File: src/rtl/muldiv_pkg.sv
// Shared constants for the multiply/divide unit: controller function codes and FSM states.
package muldiv_pkg;

  localparam logic [3:0] mulDisable = 4'd0;
  localparam logic [3:0] mulMULT    = 4'd1;
  localparam logic [3:0] mulMULTU   = 4'd2;
  localparam logic [3:0] mulDIV     = 4'd3;
  localparam logic [3:0] mulDIVU    = 4'd4;
  localparam logic [3:0] mulSetHI   = 4'd5;
  localparam logic [3:0] mulSetLO   = 4'd6;
  localparam logic [3:0] mulMADD    = 4'd7;
  localparam logic [3:0] mulMADDU   = 4'd8;
  localparam logic [3:0] mulMSUB    = 4'd9;
  localparam logic [3:0] mulMSUBU   = 4'd10;

  typedef enum logic [1:0] {
    ST_IDLE = 2'd0,
    ST_MUL  = 2'd1,
    ST_DIV  = 2'd2,
    ST_FIX  = 2'd3
  } state_e;

  // Signed variants sign-extend operands; the rest treat them as unsigned.
  function automatic logic is_signed_op(input logic [3:0] func);
    return (func == mulMULT) || (func == mulDIV) || (func == mulMADD) || (func == mulMSUB);
  endfunction

endpackage

File: src/rtl/muldiv_divider.sv
// Iterative unsigned restoring divider: one quotient bit per cycle after a start pulse.
module muldiv_divider #(
  parameter int STEPS = 32
) (
  input  logic        clk,
  input  logic        rst_n,
  input  logic        start,
  input  logic [31:0] dividend,
  input  logic [31:0] divisor,
  output logic [31:0] quotient,
  output logic [31:0] remainder,
  output logic        done
);

  localparam int STEP_W = $clog2(STEPS + 1);
  localparam logic [STEP_W-1:0] LAST_STEP = STEP_W'(STEPS - 1);

  logic [31:0]       rem_q, rem_d;
  logic [31:0]       quo_q, quo_d;
  logic [31:0]       dvs_q, dvs_d;
  logic [STEP_W-1:0] step_q, step_d;
  logic              run_q, run_d;
  logic [32:0]       shifted;
  logic [32:0]       trial;

  // NOTE: every signal assigned here gets a default first so no latch is inferred.
  always_comb begin
    rem_d   = rem_q;
    quo_d   = quo_q;
    dvs_d   = dvs_q;
    step_d  = step_q;
    run_d   = run_q;
    shifted = {rem_q, quo_q[31]};
    trial   = shifted - {1'b0, dvs_q};
    if (start) begin
      rem_d  = '0;
      quo_d  = dividend;
      dvs_d  = divisor;
      step_d = '0;
      run_d  = 1'b1;
    end else if (run_q) begin
      // Partial remainder stays below the divisor, so 33 bits never overflow.
      rem_d  = trial[32] ? shifted[31:0] : trial[31:0];
      quo_d  = {quo_q[30:0], ~trial[32]};
      step_d = step_q + STEP_W'(1);
      if (step_q == LAST_STEP) run_d = 1'b0;
    end
  end

  // NOTE: sequential state uses non-blocking assignments only.
  always_ff @(posedge clk or negedge rst_n) begin
    if (!rst_n) begin
      rem_q  <= '0;
      quo_q  <= '0;
      dvs_q  <= '0;
      step_q <= '0;
      run_q  <= 1'b0;
    end else begin
      rem_q  <= rem_d;
      quo_q  <= quo_d;
      dvs_q  <= dvs_d;
      step_q <= step_d;
      run_q  <= run_d;
    end
  end

  assign quotient  = quo_q;
  assign remainder = rem_q;
  assign done      = run_q && (step_q == LAST_STEP);

endmodule

File: src/rtl/muldiv_unit.sv
// HI/LO owner for multiply/divide/accumulate; busy while an operation is in flight.
// Optional MULDIV_FLUSH_EN adds a flush input that aborts the in-flight operation.
module muldiv_unit
  import muldiv_pkg::*;
#(
  parameter int MUL_CYCLES = 5,
  parameter int DIV_BITS   = 32
) (
  input  logic        clk,
  input  logic        rst_n,
`ifdef MULDIV_FLUSH_EN
  input  logic        flush,
`endif
  input  logic [3:0]  mul_func,
  input  logic [31:0] in_a,
  input  logic [31:0] in_b,
  output logic        busy,
  output logic [31:0] hi,
  output logic [31:0] lo
);

  localparam int CNT_MAX = (MUL_CYCLES > DIV_BITS) ? MUL_CYCLES : DIV_BITS;
  localparam int CNT_W   = $clog2(CNT_MAX + 1);
  localparam logic [CNT_W-1:0] MUL_LOAD = CNT_W'(MUL_CYCLES - 1);
  localparam logic [CNT_W-1:0] DIV_LOAD = CNT_W'(DIV_BITS - 1);

  logic flush_w;
`ifdef MULDIV_FLUSH_EN
  assign flush_w = flush;
`else
  assign flush_w = 1'b0;
`endif

  state_e           state_q, state_d;
  logic [CNT_W-1:0] cnt_q, cnt_d;
  logic [3:0]       op_q, op_d;
  logic [63:0]      prod_q, prod_d;
  logic [31:0]      a_q, a_d;
  logic             q_neg_q, q_neg_d;
  logic             r_neg_q, r_neg_d;
  logic             dz_q, dz_d;
  logic [31:0]      hi_q, hi_d;
  logic [31:0]      lo_q, lo_d;

  logic        sgn;
  logic [63:0] ext_a, ext_b, acc;
  logic        div_start, div_done;
  logic [31:0] div_dividend, div_divisor, div_quot, div_rem;

  muldiv_divider #(.STEPS(DIV_BITS)) u_divider (
    .clk       (clk),
    .rst_n     (rst_n),
    .start     (div_start),
    .dividend  (div_dividend),
    .divisor   (div_divisor),
    .quotient  (div_quot),
    .remainder (div_rem),
    .done      (div_done)
  );

  always_comb begin
    state_d      = state_q;
    cnt_d        = cnt_q;
    op_d         = op_q;
    prod_d       = prod_q;
    a_d          = a_q;
    q_neg_d      = q_neg_q;
    r_neg_d      = r_neg_q;
    dz_d         = dz_q;
    hi_d         = hi_q;
    lo_d         = lo_q;
    div_start    = 1'b0;
    sgn          = is_signed_op(mul_func);
    ext_a        = {{32{sgn & in_a[31]}}, in_a};
    ext_b        = {{32{sgn & in_b[31]}}, in_b};
    acc          = {hi_q, lo_q};
    div_dividend = (sgn && in_a[31]) ? -in_a : in_a;
    div_divisor  = (sgn && in_b[31]) ? -in_b : in_b;

    unique case (state_q)
      ST_IDLE: begin
        case (mul_func)
          mulSetHI: hi_d = in_a;
          mulSetLO: lo_d = in_a;
          mulMULT, mulMULTU, mulMADD, mulMADDU, mulMSUB, mulMSUBU: begin
            op_d    = mul_func;
            prod_d  = ext_a * ext_b;
            cnt_d   = MUL_LOAD;
            state_d = ST_MUL;
          end
          mulDIV, mulDIVU: begin
            op_d      = mul_func;
            a_d       = in_a;
            q_neg_d   = sgn & (in_a[31] ^ in_b[31]);
            r_neg_d   = sgn & in_a[31];
            dz_d      = (in_b == '0);
            cnt_d     = DIV_LOAD;
            div_start = 1'b1;
            state_d   = ST_DIV;
          end
          default: ;
        endcase
      end
      ST_MUL: begin
        if (cnt_q == '0) begin
          state_d = ST_IDLE;
          case (op_q)
            mulMADD, mulMADDU: {hi_d, lo_d} = acc + prod_q;
            mulMSUB, mulMSUBU: {hi_d, lo_d} = acc - prod_q;
            default:           {hi_d, lo_d} = prod_q;
          endcase
        end else begin
          cnt_d = cnt_q - CNT_W'(1);
        end
      end
      ST_DIV: begin
        if (cnt_q != '0) cnt_d = cnt_q - CNT_W'(1);
        if (div_done) state_d = ST_FIX;
      end
      ST_FIX: begin
        state_d = ST_IDLE;
        if (dz_q) begin
          lo_d = 32'hFFFF_FFFF;
          hi_d = a_q;
        end else begin
          lo_d = q_neg_q ? -div_quot : div_quot;
          hi_d = r_neg_q ? -div_rem : div_rem;
        end
      end
      default: state_d = ST_IDLE;
    endcase

    // Flush overrides everything: no issue, no commit, back to idle.
    if (flush_w) begin
      state_d   = ST_IDLE;
      hi_d      = hi_q;
      lo_d      = lo_q;
      div_start = 1'b0;
    end
  end

  always_ff @(posedge clk or negedge rst_n) begin
    if (!rst_n) begin
      state_q <= ST_IDLE;
      cnt_q   <= '0;
      op_q    <= mulDisable;
      prod_q  <= '0;
      a_q     <= '0;
      q_neg_q <= 1'b0;
      r_neg_q <= 1'b0;
      dz_q    <= 1'b0;
      hi_q    <= '0;
      lo_q    <= '0;
    end else begin
      state_q <= state_d;
      cnt_q   <= cnt_d;
      op_q    <= op_d;
      prod_q  <= prod_d;
      a_q     <= a_d;
      q_neg_q <= q_neg_d;
      r_neg_q <= r_neg_d;
      dz_q    <= dz_d;
      hi_q    <= hi_d;
      lo_q    <= lo_d;
    end
  end

  assign busy = (state_q != ST_IDLE);
  assign hi   = hi_q;
  assign lo   = lo_q;

endmodule

File: config.mk
export PLATFORM = sky130hd
export DESIGN_NAME = muldiv_unit
export DESIGN_NICKNAME = d
export VERILOG_FILES = /design/src/rtl/muldiv_pkg.sv /design/src/rtl/muldiv_divider.sv /design/src/rtl/muldiv_unit.sv
export SDC_FILE = /design/constraint.sdc
export NUM_CORES = 2
export LEC_CHECK = 0
export BUFFER_PORTS_ARGS = -buffer_cell sky130_fd_sc_hd__clkbuf_2
export CAP_MARGIN = 20
export CELL_PAD_IN_SITES_DETAIL_PLACEMENT = 1
export CELL_PAD_IN_SITES_GLOBAL_PLACEMENT = 2
export CORE_AREA = 2 2 398 400
export DETAILED_ROUTE_END_ITERATION = 6
export DIE_AREA = 0 0 400 402
export PLACE_DENSITY_LB_ADDON = 0.1
export RECOVER_POWER = 50
export SYNTH_ARGS = -nofsm -noshare
export SYNTH_HDL_FRONTEND = slang
export SYNTH_HIERARCHICAL = 1
export SYNTH_SLANG_ARGS = --single-unit
File: constraint.sdc
create_clock -name clk -period 4.19 [get_ports clk]
set_clock_uncertainty 0.2 [all_clocks]
set_input_delay 0.6285 -clock clk [delete_from_list [all_inputs] [get_ports clk]]
set_output_delay 0.6285 -clock clk [all_outputs]
set_load 0.02 [all_outputs]
# ---- Word level (Yosys, flattened, before mapping)
# Index checks and enable logic that the tools add are counted.
dict set report totals {
  reg_bits 278
  inputBits 70
  out_inout_bits 65
}
dict set report op_classes {
  add_sub_neg 9
  mul 1
  n_eq_ne 25
  muxes 34
  bitwise 5
  n_reduce_logical 26
}
# operator n
set ops {}
lappend ops {{2-to-1 mux 32 bit} 15}
lappend ops {{one-hot mux 32 bit (3 select lines)} 2}
lappend ops {{negator 32 bit} 4}
lappend ops {{one-hot mux 32 bit (2 select lines)} 2}
lappend ops {{adder 64 bit} 1}
lappend ops {{multiplier 33 x 33 -> 64 bit} 1}
lappend ops {{subtractor 64 bit} 1}
lappend ops {{subtractor 33 x 32 -> 33 bit} 1}
lappend ops {{logical NOT 32 bit} 1}
lappend ops {{equality test 4 bit, second input constant} 6}
lappend ops {{2-to-1 mux 6 bit} 4}
lappend ops {{equality test 4 x 3 -> 1 bit, second input constant} 5}
lappend ops {{one-hot mux 6 bit (3 select lines)} 1}
lappend ops {{one-hot mux 6 bit (2 select lines)} 1}
lappend ops {{AND reduction 3 bit} 3}
lappend ops {{equality test 4 x 2 -> 1 bit, second input constant} 2}
lappend ops {{!= test 2 bit, second input constant} 4}
lappend ops {{one-hot mux 2 bit (4 select lines)} 1}
lappend ops {{OR reduction 8 bit} 1}
lappend ops {{adder 6 x 1 -> 6 bit, second input constant} 1}
lappend ops {{equality test 6 x 5 -> 1 bit, second input constant} 1}
lappend ops {{logical NOT 6 bit} 1}
lappend ops {{AND reduction 2 bit} 3}
lappend ops {{nonzero test 3 bit} 2}
lappend ops {{20 further kinds} 36}

# ---- Logic depth before layout (Yosys ltp)
dict set report logic_depth {
  ltp_word 7
  ltp_mapped 35
  ltp_nobuf 31
}

# ---- Modules after synthesis
# Netlist, hierarchy kept.
# module instances cells_per_inst area_per_inst_um2
set modules_own_cells {}
lappend modules_own_cells {muldiv_unit 1 6857 57261.2}
lappend modules_own_cells {muldiv_divider 1 747 6466.2}

# ---- Least setup slack after synthesis
# OpenSTA, ideal clock, no wires.
dict set report synth_timing {
  kind {input -> register}
  from {input mul_func[1]}
  to {register prod_q[57]}
  setup_ns 0.149
  arrival_ns 8.845
  t_required_ns 3.841
  slack_ns -5.004
  stages 33
  path_buffers 3
  path_cell_list {clkbuf_1 nand2b_1 and3_1 and2_1 clkbuf_1 clkbuf_1 nand2_1 inv_1 fa_1 inv_1 fa_1 inv_1 fa_1 inv_1 fa_1 inv_1 fa_1 fa_1 inv_1 fa_1 fa_1 inv_1 ha_1 a21o_1 a21oi_1 nor2_1 nor3b_1 o21ai_0 a31oi_1 o21ai_1 a21oi_1 mux2i_1 o311ai_0}
}
dict set report synth_via {
  elab_chain_len 6
  word_cells_on_any_way 15
}
# item line_no
set synth_lines {}
lappend synth_lines {{start, declared} muldiv_unit.sv:14} ;# input logic [3:0] mul_func,
lappend synth_lines {{equality test 4 x 1 -> 1 bit / equality test 4 x 2 -> 1 bit (equally long branches)} {muldiv_pkg.sv:25, muldiv_unit.sv:82}}
lappend synth_lines {{logical OR 1 bit (3 in series)} muldiv_pkg.sv:25} ;# return (func == mulMULT) || (func == mulDIV) || (func == mulMADD) || (func == mulMSUB);
lappend synth_lines {{AND 1 bit, on equally long branches} {muldiv_unit.sv:74, muldiv_unit.sv:75}}
lappend synth_lines {{multiplier 33 x 33 -> 64 bit} muldiv_unit.sv:87} ;# prod_d = ext_a * ext_b;
lappend synth_lines {{end signal, assigned} muldiv_unit.sv:158} ;# prod_q <= prod_d;
lappend synth_lines {{end, declared} muldiv_unit.sv:37} ;# logic [63:0] prod_q, prod_d;
# Parallel ways exist; a longest one is shown, timed or not.
# A chain may end at the register's enable or synchronous reset.

# ---- Final worst setup path
dict set report layout_timing {
  from {input mul_func[1]}
  to {register prod_q[61]}
}
# The elaborated chain is that of the path after synthesis.

==> impl_metrics.env <==
export IMPL_run_status="complete, but fails checks"
export IMPL_violations="capacitance limit, slew limit, setup timing"
export IMPL_drive_above_1_share=0.206
export IMPL_first_pass_grt_wire_length_mm=402
export IMPL_worstSetupStartpointType="input port"
export IMPL_timing_max_cap_violations=1
export IMPL_layout_commonest_cell="inv_1"
export IMPL_htreeDepth=2
export IMPL_synth_yosys_warnings=6
export IMPL_finalCriticalPeriod_ns=7.93
export IMPL_tritoncts="built"
export IMPL_postSynthRegisterBits=278
export IMPL_maxSlewHeadroom=-0.570
export IMPL_syn_cell_area_um2=63700
export IMPL_drt_antenna_violating_nets=0
export IMPL_routed_via_density=5.55
export IMPL_cts_root_buffer_cell="clkbuf_16"
export IMPL_finalWorstSetupSlack_ns=-3.74
export IMPL_crit_path_end_kind="flop"
export IMPL_path_type_of_the_worst_min_delay_path="in -> reg"
export IMPL_wl_per_cell_um=25.6
export IMPL_vias=57700
export IMPL_worst_path_largest_cell_delay_ns=0.65
export IMPL_number_of_enable_flip_flop_cells_after_synthesis=0
export IMPL_cts_made_buffers=34
export IMPL_timing_setup_tns_ns=-171.35
export IMPL_critPathSlowestCell="fa_2"
export IMPL_crit_fanout=8
export IMPL_report_final_hold_viol_count=0
export IMPL_core_rowCount=146
export IMPL_gp_congestion=0.951
export IMPL_dr_first_iter_drc_count=3957
export IMPL_reg2reg_setup_slack_ns=0.12
export IMPL_grt_start_max_net_pins=89
export IMPL_ys_types=99
export IMPL_netlist_instances=7604
export IMPL_detail_route_drc_violations=0
export IMPL_die_area_um2=161000
export IMPL_grt_remaining_overflow=0
export IMPL_crit_path_frequent_cell="fa_1"
export IMPL_layout_common_cells="inv_1 (1250), nand2_1 (1223), fa_1 (1055), buf_4 (846), and2_1 (328)"
export IMPL_core_area_um2=157000
export IMPL_path_clk_slew_ns=0.06
export IMPL_dieWidth_um=400
export IMPL_port_buffers=134
export IMPL_slew_viol_final=86
export IMPL_floorplan_io_pins=135
export IMPL_dieHeight_um=402
export IMPL_portion_of_the_post_synthesis_area_used_by_sequential_elements=0.109
export IMPL_setup_viol=58
export IMPL_synth_flop_cell="dfrtp_1"
export IMPL_clk_insertion_delay_late_ns=0.59
export IMPL_worst_endpoint_required_ns=4.43
export IMPL_cts_max_path_buffers=3
export IMPL_area_growth_synth_to_final_pct=22.5
export IMPL_synthArstFlopShare=1.00
export IMPL_number_of_global_route_vias_before_repair=62400
export IMPL_worstPathArrival_ns=8.18
export IMPL_cts_sinks=278
export IMPL_setup_repair_after_global_routing_missed_its_margin="yes"
export IMPL_gr_usage_all_layers=0.332
export IMPL_worst_setup_path_type="in -> reg"
export IMPL_max_freq_mhz=126
export IMPL_dp_hpwl_mm=221
export IMPL_total_nets_final=9878
export IMPL_max_slew_worst_pin_slew_ns=2.36
export IMPL_finalWirelength_mm=267
export IMPL_syn_nets=9185
export IMPL_floorplan_initialDensity=0.406
export IMPL_avgSynthCellArea_um2=8.38
export IMPL_period_share=1.89
export IMPL_dr_pass1_iters=5
export IMPL_number_of_antenna_violations_at_the_first_check_in_global_routing=26
cell type report:
class / count / area, µm²
repair buffers: 1145 / 9920
well taps: 2072 / 2590
clock buffers: 47 / 950
flip-flops and latches: 278 / 6960
clock inverters: 14 / 203
inverters: 1319 / 4970
fillers: 18500 / 79000
diodes: 3 / 7.51
multi-input cells: 5519 / 52500
synth_stat cells (all sizes together), types with 89 or more instances:
cell	n	area, µm²
a21o	91	683
a21oi	302	1520
and2	353	2210
clkbuf	427	1600
dfrtp	278	6960
fa	1128	22600
ha	383	4790
inv	1316	4940
nand2	1243	4670
nand3	89	450
nor2	305	1150
o21ai	370	1860
xnor2	141	1230
xor2	91	797
layer usage:
metal,part of all wire,vias up,global-route usage
met3,0.061,269,0.0396
li1,-,25600,-
met2,0.45,1562,0.517
met5,0.00041,-,0
met4,0.025,18,0.0726
met1,0.46,30300,0.493
critical path: cells and delay by family:
family,cells,cell delay (ns)
buffers and inverters,10,0.95
XOR/XNOR,1,0.18
AO/OA/AOI/OAI,7,1.26
adder cells (fa/ha/maj),9,4.47
AND/OR/NAND/NOR,4,0.63
sequential cells by signal, summed over array words and instances (netlist names):
register             flops
prod_q                  64
a_q                     32
hi                      32
lo                      32
u_divider/dvs_q         32
u_divider/quotient      32
u_divider/remainder     32
cnt_q                    6
u_divider/step_q         6
op_q                     4
state_q                  2
dz_q                     1
q_neg_q                  1
r_neg_q                  1
u_divider/run_q          1
metrics by stage:
| stage | setup slack [ns] | area [µm²] | cells | hold slack, ns | util |
|---|---|---|---|---|---|
| final | -3.74 | 78100 | 10400 | 0.239 | 0.497 |
| after global routing | -4.04 | 78100 | 10400 | 0.244 | 0.497 |
| after CTS | -3.73 | 76900 | 10400 | 0.206 | 0.489 |
| after detailed placement | -4.58 | 73900 | 10300 | 0.258 | 0.470 |
| after global placement | -4.49 | 73900 | 10300 | 0.256 | 0.470 |
| after floorplan | -4.28 | 65400 | 7604 | 0.133 | - |
cells by family after synthesis:
group / Yosys count / synth area share
flops: 278 / 0.109
fa+ha+maj: 1511 / 0.430
xor+xnor: 232 / 0.0319
mux: 61 / 0.00990
compound gates: 1364 / 0.143
buf+inv: 1807 / 0.107
simple gates: 2351 / 0.169
repair_timing:
item	CTS	global route
pin swaps	140	166
setup buffers	39	46
cloned	5	2
hold buffers	1	0
gates resized for setup	318	224
endpoints found under the setup margin	61	72
endpoints found under the hold margin	80	0
path summary, 6_finish.rpt:
path,start,endpoint,cells past startpoint
max,mul_func[1],prod_q[61],31
min,in_a[17],a_q[17],4
max reg2reg,lo[0],hi[4],17
min reg2reg,a_q[30],a_q[30],2
max in group asynchronous,rst_n,prod_q[6],3
min in group asynchronous,rst_n,dz_q,2
Power is left out: the tool's default activity adds up to more than one toggle a clock period on the data nets, which glitch-free logic cannot reach.
